File: src/rtl/shared_timer_arbiter.sv
// Two-requester arbiter sharing one down-counter: a granted requester owns the
// counter from its load value down to zero, then gets a one-cycle done pulse.
module shared_timer_arbiter #(
  parameter int WIDTH = 4
) (
  input  logic             clk,
  input  logic             rst,
  input  logic [1:0]       req,
  input  logic [WIDTH-1:0] load0,
  input  logic [WIDTH-1:0] load1,
  output logic [1:0]       gnt,
  output logic [WIDTH-1:0] count,
  output logic             busy,
  output logic [1:0]       done
);

  typedef enum logic [1:0] {
    IDLE = 2'd0,
    RUN  = 2'd1,
    DONE = 2'd2
  } state_t;

  state_t           state, state_next;
  logic             ptr, ptr_next;
  logic             owner, owner_next;
  logic [1:0]       gnt_next;
  logic [1:0]       done_next;
  logic [WIDTH-1:0] count_next;

  always_ff @(posedge clk or posedge rst) begin
    if (rst) begin
      state <= IDLE;
      ptr   <= 1'b0;
      owner <= 1'b0;
      gnt   <= '0;
      done  <= '0;
      count <= '0;
    end else begin
      state <= state_next;
      ptr   <= ptr_next;
      owner <= owner_next;
      gnt   <= gnt_next;
      done  <= done_next;
      count <= count_next;
    end
  end

  always_comb begin
    state_next = state;
    ptr_next   = ptr;
    owner_next = owner;
    gnt_next   = gnt;
    done_next  = '0;
    count_next = count;
    case (state)
      IDLE: begin
        gnt_next   = '0;
        count_next = '0;
        if (req != 2'b00) begin
          // Contention is settled only by ptr; a lone request wins outright.
          owner_next = (req == 2'b11) ? ptr : req[1];
          gnt_next   = owner_next ? 2'b10 : 2'b01;
          count_next = owner_next ? load1 : load0;
          state_next = RUN;
        end
      end
      RUN: begin
        if (!req[owner]) begin
          state_next = IDLE;
          gnt_next   = '0;
          count_next = '0;
          ptr_next   = ~owner;
        end else if (count == '0) begin
          state_next = DONE;
          done_next  = gnt;
        end else begin
          count_next = count - WIDTH'(1);
        end
      end
      DONE: begin
        state_next = IDLE;
        gnt_next   = '0;
        count_next = '0;
        ptr_next   = ~owner;
      end
      default: begin
        state_next = IDLE;
        gnt_next   = '0;
        count_next = '0;
      end
    endcase
  end

  assign busy = (state != IDLE);

endmodule

File: config.mk
export PLATFORM = sky130hd
export DESIGN_NAME = shared_timer_arbiter
export DESIGN_NICKNAME = d
export VERILOG_FILES = /design/src/rtl/shared_timer_arbiter.sv
export SDC_FILE = /design/constraint.sdc
export NUM_CORES = 1
export LEC_CHECK = 0
export CAP_MARGIN = 40
export CORE_AREA = 2 2 51 53
export CTS_CLUSTER_DIAMETER = 40
export DETAILED_ROUTE_END_ITERATION = 16
export DIE_AREA = 0 0 53 55
export HOLD_SLACK_MARGIN = 0.08
export PLACE_DENSITY = 0.57
export SLEW_MARGIN = 25
export SYNTH_ARGS = -nofsm -noshare
export SYNTH_HDL_FRONTEND = slang
export SYNTH_SLANG_ARGS = --single-unit
File: constraint.sdc
create_clock -name clk -period 1.4 [get_ports clk]
set_input_delay 0.28 -clock clk [delete_from_list [all_inputs] [get_ports clk]]
set_output_delay 0.28 -clock clk [all_outputs]
set_load 0.1 [all_outputs]
; After elaboration in Yosys (flattened, before gate mapping)
; Index checks and enable logic that the tools add are counted.
[totals]
out_inout_bits = 9
in_bits = 12
regBits = 12
elab_cells = 45
[op_classes]
reduce_logical = 8
n_lt_le_gt_ge = 1
mux = 21
bitwise = 1
n_eq_ne = 7
n_addsub = 1
[ops]
columns = cell, n
row1 = two-way mux 2 bit, 9
row2 = two-way mux 4 bit, 4
row3 = case mux 2 bit (2 select lines), 2
row4 = case mux 4 bit (2 select lines), 1
row5 = != test 3 bit (second input constant), 2
row6 = AND reduction 2 bit, 3
row7 = nonzero test 2 bit, 3
row8 = equality test 2 bit (second input constant), 2
row9 = logical NOT 4 bit, 1
row10 = two-way mux 1 bit, 4
row11 = != test 2 bit (second input constant), 2
row12 = subtractor 4 x 1 -> 4 bit (second input constant), 1
row13 = equality test 2 x 1 -> 1 bit (second input constant), 1
row14 = logical NOT 2 bit, 1
row15 = less-than comparator 1 x 2 -> 1 bit (second input constant), 1
row16 = case mux 1 bit (2 select lines), 1
row17 = inverter 1 bit, 1

; Logic depth before layout (Yosys ltp)
[logic_depth]
ltp_word = 5
depth_mapped = 6
depth_no_buf = 6

; Least setup slack after synthesis
; OpenSTA, ideal clock, no wires.
[synth_path]
kind = register to register
from = reg count[0]
to = reg count[1]
arrival_ns = 1.823
slack_ns = -0.556
required_ns = 1.267
period_less_slack_ns = 1.956
setup_ns = 0.133
path_stages_with_launch = 6
path_buffers = 0
path_cell_list = dfrtp_1 > inv_1 > ha_1 > nor3b_2 > a21oi_1 > o22ai_1
[synth_between]
elab_chain_cells = 4
word_cells_on_any_way = 6
cone_classes = 1 x add/sub / 1 x eq/ne / 3 x mux / 1 x reduce/logical
[synth_rtl]
columns = element, line
row1 = "start, declared", 12  ; output logic [WIDTH-1:0] count,
row2 = "start signal, assigned", 44  ; count <= count_next;
row3 = subtractor 4 x 1 -> 4 bit, 77  ; count_next = count - WIDTH'(1);
row4 = two-way mux 4 bit, 73  ; end else if (count == '0) begin
row5 = two-way mux 4 bit, 68  ; if (!req[owner]) begin
row6 = case mux 4 bit (2 select lines), 55  ; case (state)
; Parallel ways exist; a longest one is shown, timed or not. The select of a mux whose other input is x is not followed.
; A chain may end at the register's enable or synchronous reset.

; Final worst setup path
[layout_path]
from = reg state[0]
to = out busy
[layout_between]
elab_chain_cells = 1
[layout_rtl]
columns = element, line
row1 = "start, declared", 23  ; state_t state, state_next;
row2 = "start signal, assigned", 39  ; state <= state_next;
row3 = nonzero test 2 bit, 94  ; assign busy = (state != IDLE);
row4 = "end, declared", 13  ; output logic busy,
; No other way between the ends.

==> impl_summary.md <==
Yosys
Summing the areas of all and, or, nand and nor instances in the mapped netlist gives between 10% and 20% of the synthesized area. The combinational family with the most area after synthesis is simple AND/OR/NAND/NOR gates. The synthesized flop and latch total is 12.

The mapped netlist covers 672 µm². Of the total synthesized cell area, the portion taken by XOR and XNOR cells is 3.91%. A synthesized cell averages 9.60 µm². The synthesized netlist cell count is 70.

The fraction of the mapped netlist area in compound gates is 15.3%. The total number of yosys warnings is 0. The fraction of synthesized area in multiplexers is 8.38%. The net count after synthesis is 84.

The post-synthesis sequential area ratio is 44.7%. The fraction of the mapped netlist area in adder cells is roughly 3.7%. After synthesis, the netlist uses 27 different library cells.

Outcome
The final reports fail on negative setup slack. The flow ran to the end, but the final reports show violations.

Clock network
The CTS tree is built. The tree is rooted in a sky130_fd_sc_hd__clkbuf_4. CTS built an H-tree with a depth of 1. Clock-pin slew was measured on the worst setup and hold paths at 80 ps.

The number of sinks driven by the clock tree is 12. The number of CTS-inserted buffers is 3. Buffers inserted to repair hold after CTS numbered 0. The number of buffers on the longest clock path is 2.

For the worst-skew pair, the clock arrives at the later sink with an insertion delay of 280 ps.

Power and ir drop
The worst supply voltage drop on vdd is 1.85 mV. In this run the static leakage power is 0.574 nW. The share of power burned in the clock network is under 10%. In this run, flip-flops and latches consume 20.3% of the power. The total power consumption of the routed design is 3.47 mW.

The proportion of power drawn by combinational gates is 71.6%. Dividing total power by cell area gives a power density of 2760 nW/µm². The net switching power is 1.69 mW.

Of the total power, the share spent switching nets is 48.8%. The internal portion of the total power is 1.78 mW.

Worst setup path
The setup path with the least slack is of type register to output port. The highest cell delay on the worst timing path is 410 ps. The critical path data arrival time is 1150 ps. The worst reg2reg path depth is 7. In this run the worst path has a maximum fanout of 2. Traced cell by cell, the critical path runs through nor2_4 > clkinvlp_4 > buf_12.

Data on the critical path is required at its endpoint by 1120 ps. For this design, the slowest cell found on the critical path is sky130_fd_sc_hd__dfrtp_1. STA classifies the critical path startpoint as a register. The worst setup path is captured at an output port.

STA
The final hold violation count came to 0. Clock skew on the completed layout was measured at 1.89 ps. Setup repair after global routing could not meet its margin everywhere. Setup slack on the critical path of the routed design comes to -33.5 ps. The worst pin sits at a relative slew slack of around two thirds. The pin slew with the least headroom to its limit is 472 ps.

The total count of max-transition violations in the final report is 0. The fmax is 0.698 GHz. The number of setup violations in the final report is 1.

In the finished design, the share of the clock period the worst path needs comes to 102%. The minimum period implied by the final worst setup slack is 1430 ps.

GRT
Entering global routing, the biggest net connects 13 pins. The via count of the first global-routing pass is roughly 690. The remaining global-route overflow is 0. The first global-routing pass estimated 2790 µm of wire. The total global-route track usage is 13.6%. The number of antenna violations at the first check in global routing came to 0.

Drt
The total iterations of the first detailed-routing run is 4. The routed layout has 664 vias. The routed design has around 1800 µm of wire.

The wire length on met2 is 968 µm. The number of DRC markers after the initial detailed-route iteration is 9. The met1 layer wirelength in the final routing is 718 µm.

The remaining number of nets flagged by the antenna check after routing is 0. The top layer reached by signal wires is met4. For this run, design rule violations remaining after detail routing come to 0. The detail-routed net length per standard cell is ~13 µm.

In the detailed route, the total length drawn on met3 is ~100 µm. The ratio of routed vias to standard cells is 4.68.

Floorplanning
Pin placement for this block handled 21 I/O pins. The count of standard-cell rows is 18. The die width is 53 µm.

The floorplan step set the die height to ~55 µm. The die footprint is 2920 µm². The region available for standard cell placement spans 2360 µm². The initial core utilization is 28.4%.

Job
Across the run, the number of max-cap violations was 0.

Layout
The fraction of layout instances using a drive strength above 1 is 48.2%. The most common library cell in the layout ignoring fill and taps is sky130_fd_sc_hd__buf_4. In the layout the commonest cells are sky130_fd_sc_hd__buf_4, sky130_fd_sc_hd__clkdlybuf4s50_1, sky130_fd_sc_hd__buf_12.

The net count of the finished layout is around 130. Summing all multi-input logic gate instances after layout gives 395 µm². 0 antenna diodes ended up in the layout. The fill cell total of the finished layout is ~210.

In the final layout, flip-flops and latches occupy 310 µm². The area growth from synthesis to layout is 87.3%. The finished cells cover 1260 µm².

Place
The placed instances occupy a cell area of 1140 µm². Input and output buffers added on the ports amount to 20. Once detailed placement completed, the half-perimeter wirelength came to 1350 µm. At the end of routability-driven placement, the weighted congestion stood at 0.892.

Worst hold path
The path class of the tightest hold or removal check is input port to asynchronous set/reset pin.
-- what timing repair did --
action / in CTS / in global routing
hold endpoints to repair: 0 / 0
gates resized for setup: 1 / 8
pin swaps: 3 / 5
endpoints found under the setup margin: 6 / 8
setup buffers: 5 / 1
-- logic make-up (layout without fill, tap and decap cells) --
family | count (synthesis) | after routing
adders and majority gates | 2 | 2
muxes | 5 | 5
AOI/OAI and AO/OA | 16 | 16
buffers and inverters | 8 | 50
and+or+nand+nor | 24 | 24
xor gates and xnor gates | 3 | 3
DFF | 12 | 12
-- layer usage --
layer	vias to the layer above	GRT usage, %
li1	323	-
met1	319	15.1
met2	20	24.4
met3	2	5.38
met4	0	3.42
met5	-	0
-- power groups by stage --
| stage | combinational, mW | sequential, mW | clock, mW |
|---|---|---|---|
| 6_report | 2.48 | 0.704 | 0.283 |
| 3_3_place_gp | 2.20 | 0.703 | 0 |
| 2_1_floorplan | 0.864 | 1.22 | 0 |
| 4_1_cts | 2.36 | 0.698 | 0.291 |
| 5_1_grt | 2.61 | 0.723 | 0.303 |
| 3_5_place_dp | 2.22 | 0.708 | 0 |
-- Yosys cell counts (all sizes together) --
master	count	share of area [%]
o22ai	2	1.9
a22o	1	1.3
and3	2	1.9
buf	1	0.74
o21ai	7	6.9
nand2	5	2.8
ha	2	3.7
nor3	1	0.74
dfrtp	12	45
nand2b	1	0.93
mux2i	3	4.5
xnor2	2	2.6
nand4	2	1.9
nand3	2	2.2
a21oi	5	3.7
o211a	1	1.5
nor2	9	5.0
xor2	1	1.3
nor3b	1	1.9
mux2	2	3.9
inv	7	3.9
nor2b	1	2.0
-- worst max-delay path, delay by kind of cell (launching register included) --
family                 cells  cell delay [ps]
flip-flops                 1              410
buffers and inverters      2              300
AND/OR/NAND/NOR            1              160
-- area by class of cell --
| type | count | share of cell area [%] |
|---|---|---|
| Timing Repair Buffer | 39 | 35.3 |
| Inverter | 7 | 2.78 |
| Multi-Input combinational cell | 50 | 31.4 |
| Tap cell | 30 | 2.98 |
| Sequential cell | 12 | 24.7 |
| Clock buffer | 4 | 2.88 |
-- path summary, 6_finish.rpt --
| kind | from | slack [ps] | endpoint |
|---|---|---|---|
| worst max-delay path | state[0] | -30 | busy |
| worst min-delay path | rst | 310 | owner |
| worst max register to register | count[1] | 20 | count[1] |
| worst min register to register | owner | 540 | ptr |
| max in group asynchronous | rst | 730 | count[1] |
| min in group clk | owner | 540 | ptr |
-- registers in the layout (all words and copies together) (netlist names) --
register  count
count         4
done          2
gnt           2
owner         1
ptr           1
state         2
-- metrics by stage --
step           cells  util [%]  setup TNS [ps]  hold slack, ps  setup WS (ps)
2_1_floorplan     70         -            -254             145          -75.8
3_3_place_gp     132      48.1           -1090             511           -169
3_5_place_dp     132      48.1           -1350             516           -189
4_1_cts          141      51.4           -42.4             334          -42.4
5_1_grt          142      53.2            -217             361          -66.6
6_report         142      53.2           -33.5             308          -33.5
No activity file was read; power rests on OpenSTA's default activity.
